`src/rtl/flit_activity_monitor.sv`:
```
// Receive-side flit link monitor: counts flits per fixed-length packet, accumulates
// inter-flit Hamming distance and the idle gap before each packet, and reports one record per packet.
module flit_activity_monitor #(
  parameter int W       = 30,
  parameter int PAYLOAD = 20,
  parameter int TOG_W   = 16,
  parameter int GAP_W   = 8,
  parameter int TIMEOUT = 15
) (
  input  logic             clk,
  input  logic             rst_n,
  input  logic             in_valid,
  input  logic [W-1:0]     in_data,
  output logic             in_ready,
  output logic             sum_valid,
  input  logic             sum_ready,
  output logic [7:0]       sum_flits,
  output logic [TOG_W-1:0] sum_toggles,
  output logic [GAP_W-1:0] sum_gap,
  output logic             sum_err,
  output logic [15:0]      pkt_count
);

  typedef enum logic [1:0] {IDLE, RECV, REPORT} state_t;

  localparam logic [7:0]       LAST_CNT   = 8'(PAYLOAD - 1);
  localparam logic [GAP_W-1:0] IDLE_LIMIT = GAP_W'(TIMEOUT - 1);

  state_t             state, state_nxt;
  logic               armed;
  logic [W-1:0]       prev_flit;
  logic [GAP_W-1:0]   gap_cnt;
  logic [GAP_W-1:0]   idle_cnt;
  logic               accept;
  logic [TOG_W-1:0]   tog;

  function automatic logic [TOG_W-1:0] popcount(input logic [W-1:0] v);
    logic [TOG_W-1:0] n;
    n = '0;
    for (int i = 0; i < W; i++) n = n + TOG_W'(v[i]);
    return n;
  endfunction

  function automatic logic [GAP_W-1:0] sat_inc(input logic [GAP_W-1:0] v);
    return (&v) ? v : v + 1'b1;
  endfunction

  // armed holds in_ready low until the first edge after reset release
  assign in_ready  = armed && (state != REPORT);
  assign sum_valid = (state == REPORT);
  assign accept    = in_valid && in_ready;
  assign tog       = popcount(in_data ^ prev_flit);

  always_ff @(posedge clk or negedge rst_n) begin
    if (!rst_n) state <= IDLE;
    else        state <= state_nxt;
  end

  always_comb begin
    state_nxt = state;
    case (state)
      IDLE:    if (accept) state_nxt = (PAYLOAD == 1) ? REPORT : RECV;
      RECV: begin
        if (accept) begin
          if (sum_flits == LAST_CNT) state_nxt = REPORT;
        end else if (idle_cnt == IDLE_LIMIT) begin
          state_nxt = REPORT;
        end
      end
      REPORT:  if (sum_ready) state_nxt = IDLE;
      default: state_nxt = IDLE;
    endcase
  end

  // The record registers double as the running accumulators; they only have to be
  // stable while sum_valid is high, which holds because REPORT never updates them.
  always_ff @(posedge clk or negedge rst_n) begin
    if (!rst_n) begin
      armed       <= 1'b0;
      prev_flit   <= '0;
      gap_cnt     <= '0;
      idle_cnt    <= '0;
      sum_flits   <= '0;
      sum_toggles <= '0;
      sum_gap     <= '0;
      sum_err     <= 1'b0;
      pkt_count   <= '0;
    end else begin
      armed <= 1'b1;
      if (accept) prev_flit <= in_data;
      case (state)
        IDLE: begin
          if (accept) begin
            sum_gap     <= gap_cnt;
            sum_flits   <= 8'd1;
            sum_toggles <= tog;
            sum_err     <= 1'b0;
            gap_cnt     <= '0;
            idle_cnt    <= '0;
          end else if (armed) begin
            gap_cnt <= sat_inc(gap_cnt);
          end
        end
        RECV: begin
          if (accept) begin
            sum_flits   <= sum_flits + 8'd1;
            sum_toggles <= sum_toggles + tog;
            idle_cnt    <= '0;
          end else begin
            idle_cnt <= idle_cnt + 1'b1;
            if (idle_cnt == IDLE_LIMIT) sum_err <= 1'b1;
          end
        end
        REPORT: begin
          // gap_cnt was zeroed at the first accept, so REPORT cycles start the next gap
          gap_cnt <= sat_inc(gap_cnt);
          if (sum_ready) pkt_count <= pkt_count + 16'd1;
        end
        default: ;
      endcase
    end
  end

endmodule

```
`config.mk`:
```
export PLATFORM = sky130hd
export DESIGN_NAME = flit_activity_monitor
export DESIGN_NICKNAME = d
export VERILOG_FILES = /design/src/rtl/flit_activity_monitor.sv
export SDC_FILE = /design/constraint.sdc
export NUM_CORES = 1
export LEC_CHECK = 0
export CAP_MARGIN = 15
export CORE_MARGIN = 1
export CORE_UTILIZATION = 55
export CTS_BUF_LIST = sky130_fd_sc_hd__clkbuf_16
export DETAILED_ROUTE_END_ITERATION = 6
export GPL_TIMING_DRIVEN = 0
export PLACE_DENSITY_LB_ADDON = 0.15
export SYNTH_ARGS = -nofsm -noshare
export SYNTH_HDL_FRONTEND = slang
export SYNTH_SLANG_ARGS = --single-unit
```
`constraint.sdc`:
```
create_clock -name clk -period 8.1 [get_ports clk]
set_clock_uncertainty 0.2 [all_clocks]
set_input_delay 1.62 -clock clk [delete_from_list [all_inputs] [get_ports clk]]
set_output_delay 1.62 -clock clk [all_outputs]
set_load 0.02 [all_outputs]
```
==> key figures, run 1 <==
Timing
  – Max Fclk: 127.5 MHz
  – Final Hold Fails: 0
  – Relative slew slack: 0.6400
  – Slew Viols, Final: 0
  – Tmin final: 7843 ps
  – Final setup viols: 0
  – Final WS setup: 257.3 ps
  – Fraction of the cycle the final worst path needs: 0.9682
  – Worst Hold Slack: 276.5 ps
  – Worst-margin pin slew: 537.7 ps

Setup path
  – Most frequent CP cell: fa_1
  – Worst path max stage delay: 540 ps
  – CP Launch Type: input pin
  – Worst Path Arrival: 7890 ps
  – Slowest CP cell: fa_1
  – Crit Path Class: input pin to flip-flop
  – Crit. End Element: flip-flop
  – Worst EP required: 8150 ps
  – Largest fanout on the critical path: 4

Cells and area
  – Area of the multi-input gates: 0.002978 mm2
  – Most common cell after layout, fill and taps aside: dfrtp_1
  – Util after Layout: 0.7193
  – Nets@finish: 709
  – Layout cells sized above 1: 0.1270
  – # diodes: 0
  – Commonest cells after routing, fill and taps aside: dfrtp_1, clkdlybuf4s50_1, nand2_1
  – Fill cell count: 731
  – Layout area overhead: 26.81%
  – Register Area: 0.002452 mm2

Synth
  – Mapped Area: 0.005544 mm2
  – Cell count after synthesis: 529
  – Mux cell area share after synthesis: 0.07019
  – Synth Area in Simple Gates: 0.1406
  – EDFF count, synth: 0
  – Synthesized Nets: 605
  – YS warnings: 0
  – Adder-cell share of the synthesized area: 0.1259
  – Post-synth top flop: dfrtp_1
  – Area contributors post-synth: dfrtp_1, fa_1, mux2_2
  – Post-synthesis xor/xnor area fraction: 0.09479
  – Yosys top cell by area: dfrtp_1
  – Post-synth top area share: 0.4423
  – Complex-gate fraction of the synthesized area: 0.09050
  – Main combinational cell family by area after synthesis: simple AND/OR/NAND/NOR gates
  – Avg Inst Size Synth: 10.48 um2
  – #FFs+latches synth: 98
  – Yosys cell types: 46
  – Post-synthesis sequential area ratio: 0.4423
  – Async SR Flop Fraction: 1.000

Floorplanning
  – Core box area: 0.009774 mm2
  – Die area: 0.01049 mm2
  – # IOs: 85
  – Die width: 102.4 um
  – Die height: 102.4 um
  – Initial Util: 0.5672
  – Row count: 36

Clocking
  – Cts hold-fix bufs: 0
  – CTS tree: yes
  – Clock root buffer: clkbuf_16
  – Sinks on the clock net: 98
  – TritonCTS buffer count: 9
  – Clock Pin Slew Worst Setup and Hold Paths: 60 ps
  – CTS max path bufs: 2
  – Clock Latency Late Sink: 340 ps
  – H-tree depth: 3

Placed design
  – DP Wirelength: 8.207 mm
  – PortBufs: 84
  – Placement Setup Slack: -184.8 ps
  – GPL Wtd Cong: 0.9077

Drt
  – WL/cell: 15.05 um
  – Post-route antenna net violation count: 0
  – Initial DRC count: 167
  – DR vias: 4171
  – DRC errors left: 0
  – WL final: 11.60 mm
  – Vias per inst: 5.410
  – Drt pass-1 iters: 4

GRT
  – Vias in the first global route: 4133
  – Total congestion overflow: 0
  – Initial antenna violation count: 0
  – Largest net degree at the start of global routing: 71
  – Gr usage total: 0.2381
  – Global-route wire length before repair: 19.07 mm

Run
  – Maxcap violations: 0

Status
  – Status: finished, final reports clean

Worst hold path
  – Hold Crit Class: flip-flop to flip-flop
## cell type report
| class | count | area share |
|---|---|---|
| buffer | 13 | 0.008898 |
| clock buffer | 9 | 0.03203 |
| clock inverter | 7 | 0.01228 |
| inverter | 35 | 0.01869 |
| multi-input combinational | 383 | 0.4236 |
| sequential | 98 | 0.3488 |
| tap | 133 | 0.02367 |
| timing repair buffer | 93 | 0.1321 |
## state kept, by name, indices dropped and copies added (netlist names)
signal       count
prev_flit       30
pkt_count       16
sum_toggles     16
gap_cnt          8
idle_cnt         8
sum_flits        8
sum_gap          8
state            2
armed            1
sum_err          1
## per-layer routing
layer	up-vias	global-route usage	part of all wire
li1	2003	-	-
met5	-	0	0
met4	0	0.09560	0.020
met3	24	0.05130	0.051
met2	106	0.3991	0.51
met1	2038	0.3013	0.42
## kinds of logic after synthesis
kind of cell	after synthesis
AND/OR/NAND/NOR	165
buffers and inverters	48
multiplexers	35
XOR/XNOR	60
flip-flops	98
adder cells (fa/ha/maj)	42
other	1
AO/OA/AOI/OAI	80
## timing repair
item	CTS	global route
buffers inserted	0	8
resized for setup	0	13
setup endpoints to repair	0	9
## worst paths after layout
check                               from              to  slack [ps]  cells after the start
setup / recovery             in_data[11]  sum_toggles[9]         260                     25
hold / removal             pkt_count[15]   pkt_count[15]         280                      1
setup reg to reg           prev_flit[11]  sum_toggles[9]        1570                     24
hold reg to reg            pkt_count[15]   pkt_count[15]         280                      1
max in group asynchronous          rst_n    pkt_count[3]        6010                      2
min in group asynchronous          rst_n    sum_flits[4]        1000                      1
## worst max-delay path: cells and delay by family
kind | cells | cell delay (ps)
adder cells (fa/ha/maj) | 8 | 3580
AO/OA/AOI/OAI | 5 | 1080
buffers and inverters | 7 | 960
AND/OR/NAND/NOR | 4 | 500
XOR/XNOR | 1 | 170
## through the flow
| stage | setup TNS, ps | instances | instance area, um2 |
|---|---|---|---|
| floorplan | 0 | 529 | 5544 |
| detailed placement | -666.9 | 747 | 6576 |
| global placement | -274.2 | 746 | 6551 |
| global route | -70.38 | 771 | 7030 |
| finish | 0 | 771 | 7030 |
| CTS | 0 | 763 | 6888 |
## cell usage after synthesis, types with 2 or more instances
cell       n
mux2_2    31
nand2b_1   2
fa_1      23
o211ai_1   2
nand2_1   67
and3_1     8
o21ai_0   34
and2_1     2
xor2_1    33
and4_1     2
or3_1      3
mux2i_1    4
xnor2_1   27
nor2_1    32
o21bai_1   3
a21o_1     5
nand4_1    8
clkbuf_1   4
a31oi_1    8
inv_1     35
nand3_1   23
nor4_1     4
a211oi_1   3
o21ai_1    2
a22o_1     4
ha_1      19
nor2b_1    4
a21oi_1   10
dfrtp_1   98
nor3_1     6
buf_2      8
Power of run 1 is not shown: default switching activity piles up to over one toggle a cycle in this logic, so the estimate is an artifact.
==> run 2, diff against run 1 <==
- CORE_UTILIZATION: 55 -> 50
==> key figures, run 2 (synthesis gave the netlist of run 1 again) <==
Floorplanning
  – Die height: 107.3 um (+4.8%)
  – Die area: 0.01151 mm2 (+9.8%)
  – Core box area: 0.01084 mm2 (+11%)
  – # IOs: 85 (unchanged)
  – Row count: 38 (+5.6%)
  – Die width: 107.3 um (+4.8%)
  – Initial Util: 0.5114 (-0.05578)

Timing
  – Final setup viols: 0 (unchanged)
  – Setup_tns: 0 ps (unchanged)
  – Slew Viols, Final: 0 (unchanged)
  – Tmin final: 7882 ps (+39.24 ps)
  – Final Hold Fails: 0 (unchanged)
  – Relative slew slack: 0.6242 (-0.01579)
  – Fraction of the cycle the final worst path needs: 0.9731 (+0.004845)
  – Worst-margin pin slew: 563.7 ps (+26.05 ps)
  – Max Fclk: 126.9 MHz (-0.50%)
  – RSZ-0062 raised after global routing: yes

Drt
  – Post-route antenna net violation count: 0 (unchanged)
  – WL/cell: 14.85 um (-1.3%)
  – DRC errors left: 0 (unchanged)
  – Initial DRC count: 175 (+4.8%)
  – Top sig layer: met4
  – DR WL met3: 438 um (-26%)
  – WL final: 11.48 mm (-1.1%)
  – Drt pass-1 iters: 4 (unchanged)
  – DR vias: 4110 (-1.5%)
  – Met2 WL: 5.508 mm (-6.2%)
  – Vias per inst: 5.317 (-1.7%)
  – M1 WL: 5.362 mm (+9.4%)

Clocking
  – Cts hold-fix bufs: 0 (unchanged)
  – CTS max path bufs: 2 (unchanged)
  – CTS tree: yes
  – Clock Latency Late Sink: 340 ps (about the same)
  – Clock Pin Slew Worst Setup and Hold Paths: 70 ps (about the same)
  – TritonCTS buffer count: 9 (unchanged)
  – H-tree depth: 3 (unchanged)
  – Sinks on the clock net: 98 (unchanged)
  – Clock root buffer: clkbuf_16

Setup path
  – Worst R2R Setup Slack: 1530 ps (-40 ps)
  – Crit path buffers/inverters: 8 (+1)
  – Worst r2r src: prev_flit[11]
  – Crit. End Element: flip-flop
  – Worst Path Arrival: 7910 ps (+20 ps)
  – CP Launch Type: input pin
  – Critical Path Source: in_data[11]
  – Worst-path cell chain: clkdlybuf4s50_1 > xor2_1 > fa_1 > inv_1 > fa_1 > inv_1 > fa_1 > fa_1 > inv_1 > fa_1 > fa_1 > inv_1 > ha_1 > inv_1 > fa_2 > inv_1 > fa_1 > a211oi_1 > o21ai_2 > buf_4 > nor2b_1 > and3_1 > a21o_1
  – Worst EP required: 8130 ps (-20 ps)
  – Crit path max-delay family: adder cells
  – Largest fanout on the critical path: 5 (+1)
  – Worst path max stage delay: 550 ps (about the same)
  – Slowest CP cell: fa_1
  – Most frequent CP cell: fa_1
  – Crit Path Class: input pin to flip-flop

Cells and area
  – Most common cell after layout, fill and taps aside: dfrtp_1
  – Layout cells sized above 1: 0.1122 (-0.01479)
  – Fill cell count: 912 (+25%)
  – Biggest regs: prev_flit: 30 flops, pkt_count: 16 flops, sum_toggles: 16 flops
  – # diodes: 0 (unchanged)
  – Nets@finish: 705 (-0.56%)
  – Layout area overhead: 25.05%
  – Biggest register: prev_flit
  – Final instance area: 0.006933 mm2 (-1.4%)
  – Util after Layout: 0.6395 (-0.07974)
  – Commonest cells after routing, fill and taps aside: dfrtp_1, clkdlybuf4s50_1, nand2_1
  – Max reg flops: 30 (unchanged)

Placed design
  – DP Wirelength: 8.425 mm (+2.6%)
  – PortBufs: 84 (unchanged)
  – Placed Area: 0.006585 mm2 (+0.13%)
  – GPL Wtd Cong: 0.8383 (-7.6%)

GRT
  – Initial antenna violation count: 0 (unchanged)
  – Largest net degree at the start of global routing: 59 (-17%)
  – Global-route wire length before repair: 18.80 mm (-1.4%)
  – Total congestion overflow: 0 (unchanged)
  – Vias in the first global route: 3982 (-3.7%)
  – Gr usage total: 0.2083 (-0.02982)

Run
  – Maxcap violations: 0 (unchanged)

Worst hold path
  – Hold Crit Class: flip-flop to flip-flop
  – Hold path start: sum_gap[0]

Status
  – Status: finished, final reports clean
run 2: path summary, 6_finish.rpt:
| kind | to | cells after the start |
|---|---|---|
| max in group asynchronous | pkt_count[4] | 2 |
| min in group asynchronous | sum_flits[7] | 1 |
| worst max register to register | sum_toggles[8] | 22 |
| worst max-delay path | sum_toggles[8] | 23 |
| worst min register to register | sum_gap[0] | 2 |
| worst min-delay path | sum_gap[0] | 2 |
run 2: timing repair:
item / CTS / global route
resized for setup: 0 / 8
setup buffers: 0 / 4
setup endpoints to repair: 0 / 8
run 2: per-layer routing:
metal | GRT usage | vias up
met3 | 0.03511 | 12
li1 | - | 1995
met4 | 0.07143 | 0
met1 | 0.2869 | 2027
met5 | 0 | -
met2 | 0.3346 | 76
run 2: cell type report:
cell class	instances	area, um2	area share
plain buffers	13	62.56	0.009024
clock buffers	9	225.2	0.03249
clock inverters	6	52.55	0.007580
inverters	35	131.4	0.01895
multi-input cells	383	2938	0.4238
flip-flops and latches	98	2452	0.3537
well taps	140	175.2	0.02527
repair buffers	89	895.9	0.1292
run 2: stage by stage:
step | hold WS (ps) | setup slack, ps | cells
final | 283.3 | 218.1 | 773
after CTS | 286.1 | 167.3 | 769
after detailed placement | 266.0 | -190.9 | 754
after global placement | 260.5 | -97.15 | 753
after global routing | 305.9 | -75.80 | 773
after floorplan | 259.9 | 671.9 | 529
run 2: tightest hold or removal path, stage by stage (launching register included):
cell     delay (ps)
dfrtp_1         350
nand2_1          50
nand2_1          60
Power of run 2 is left out for the same reason.
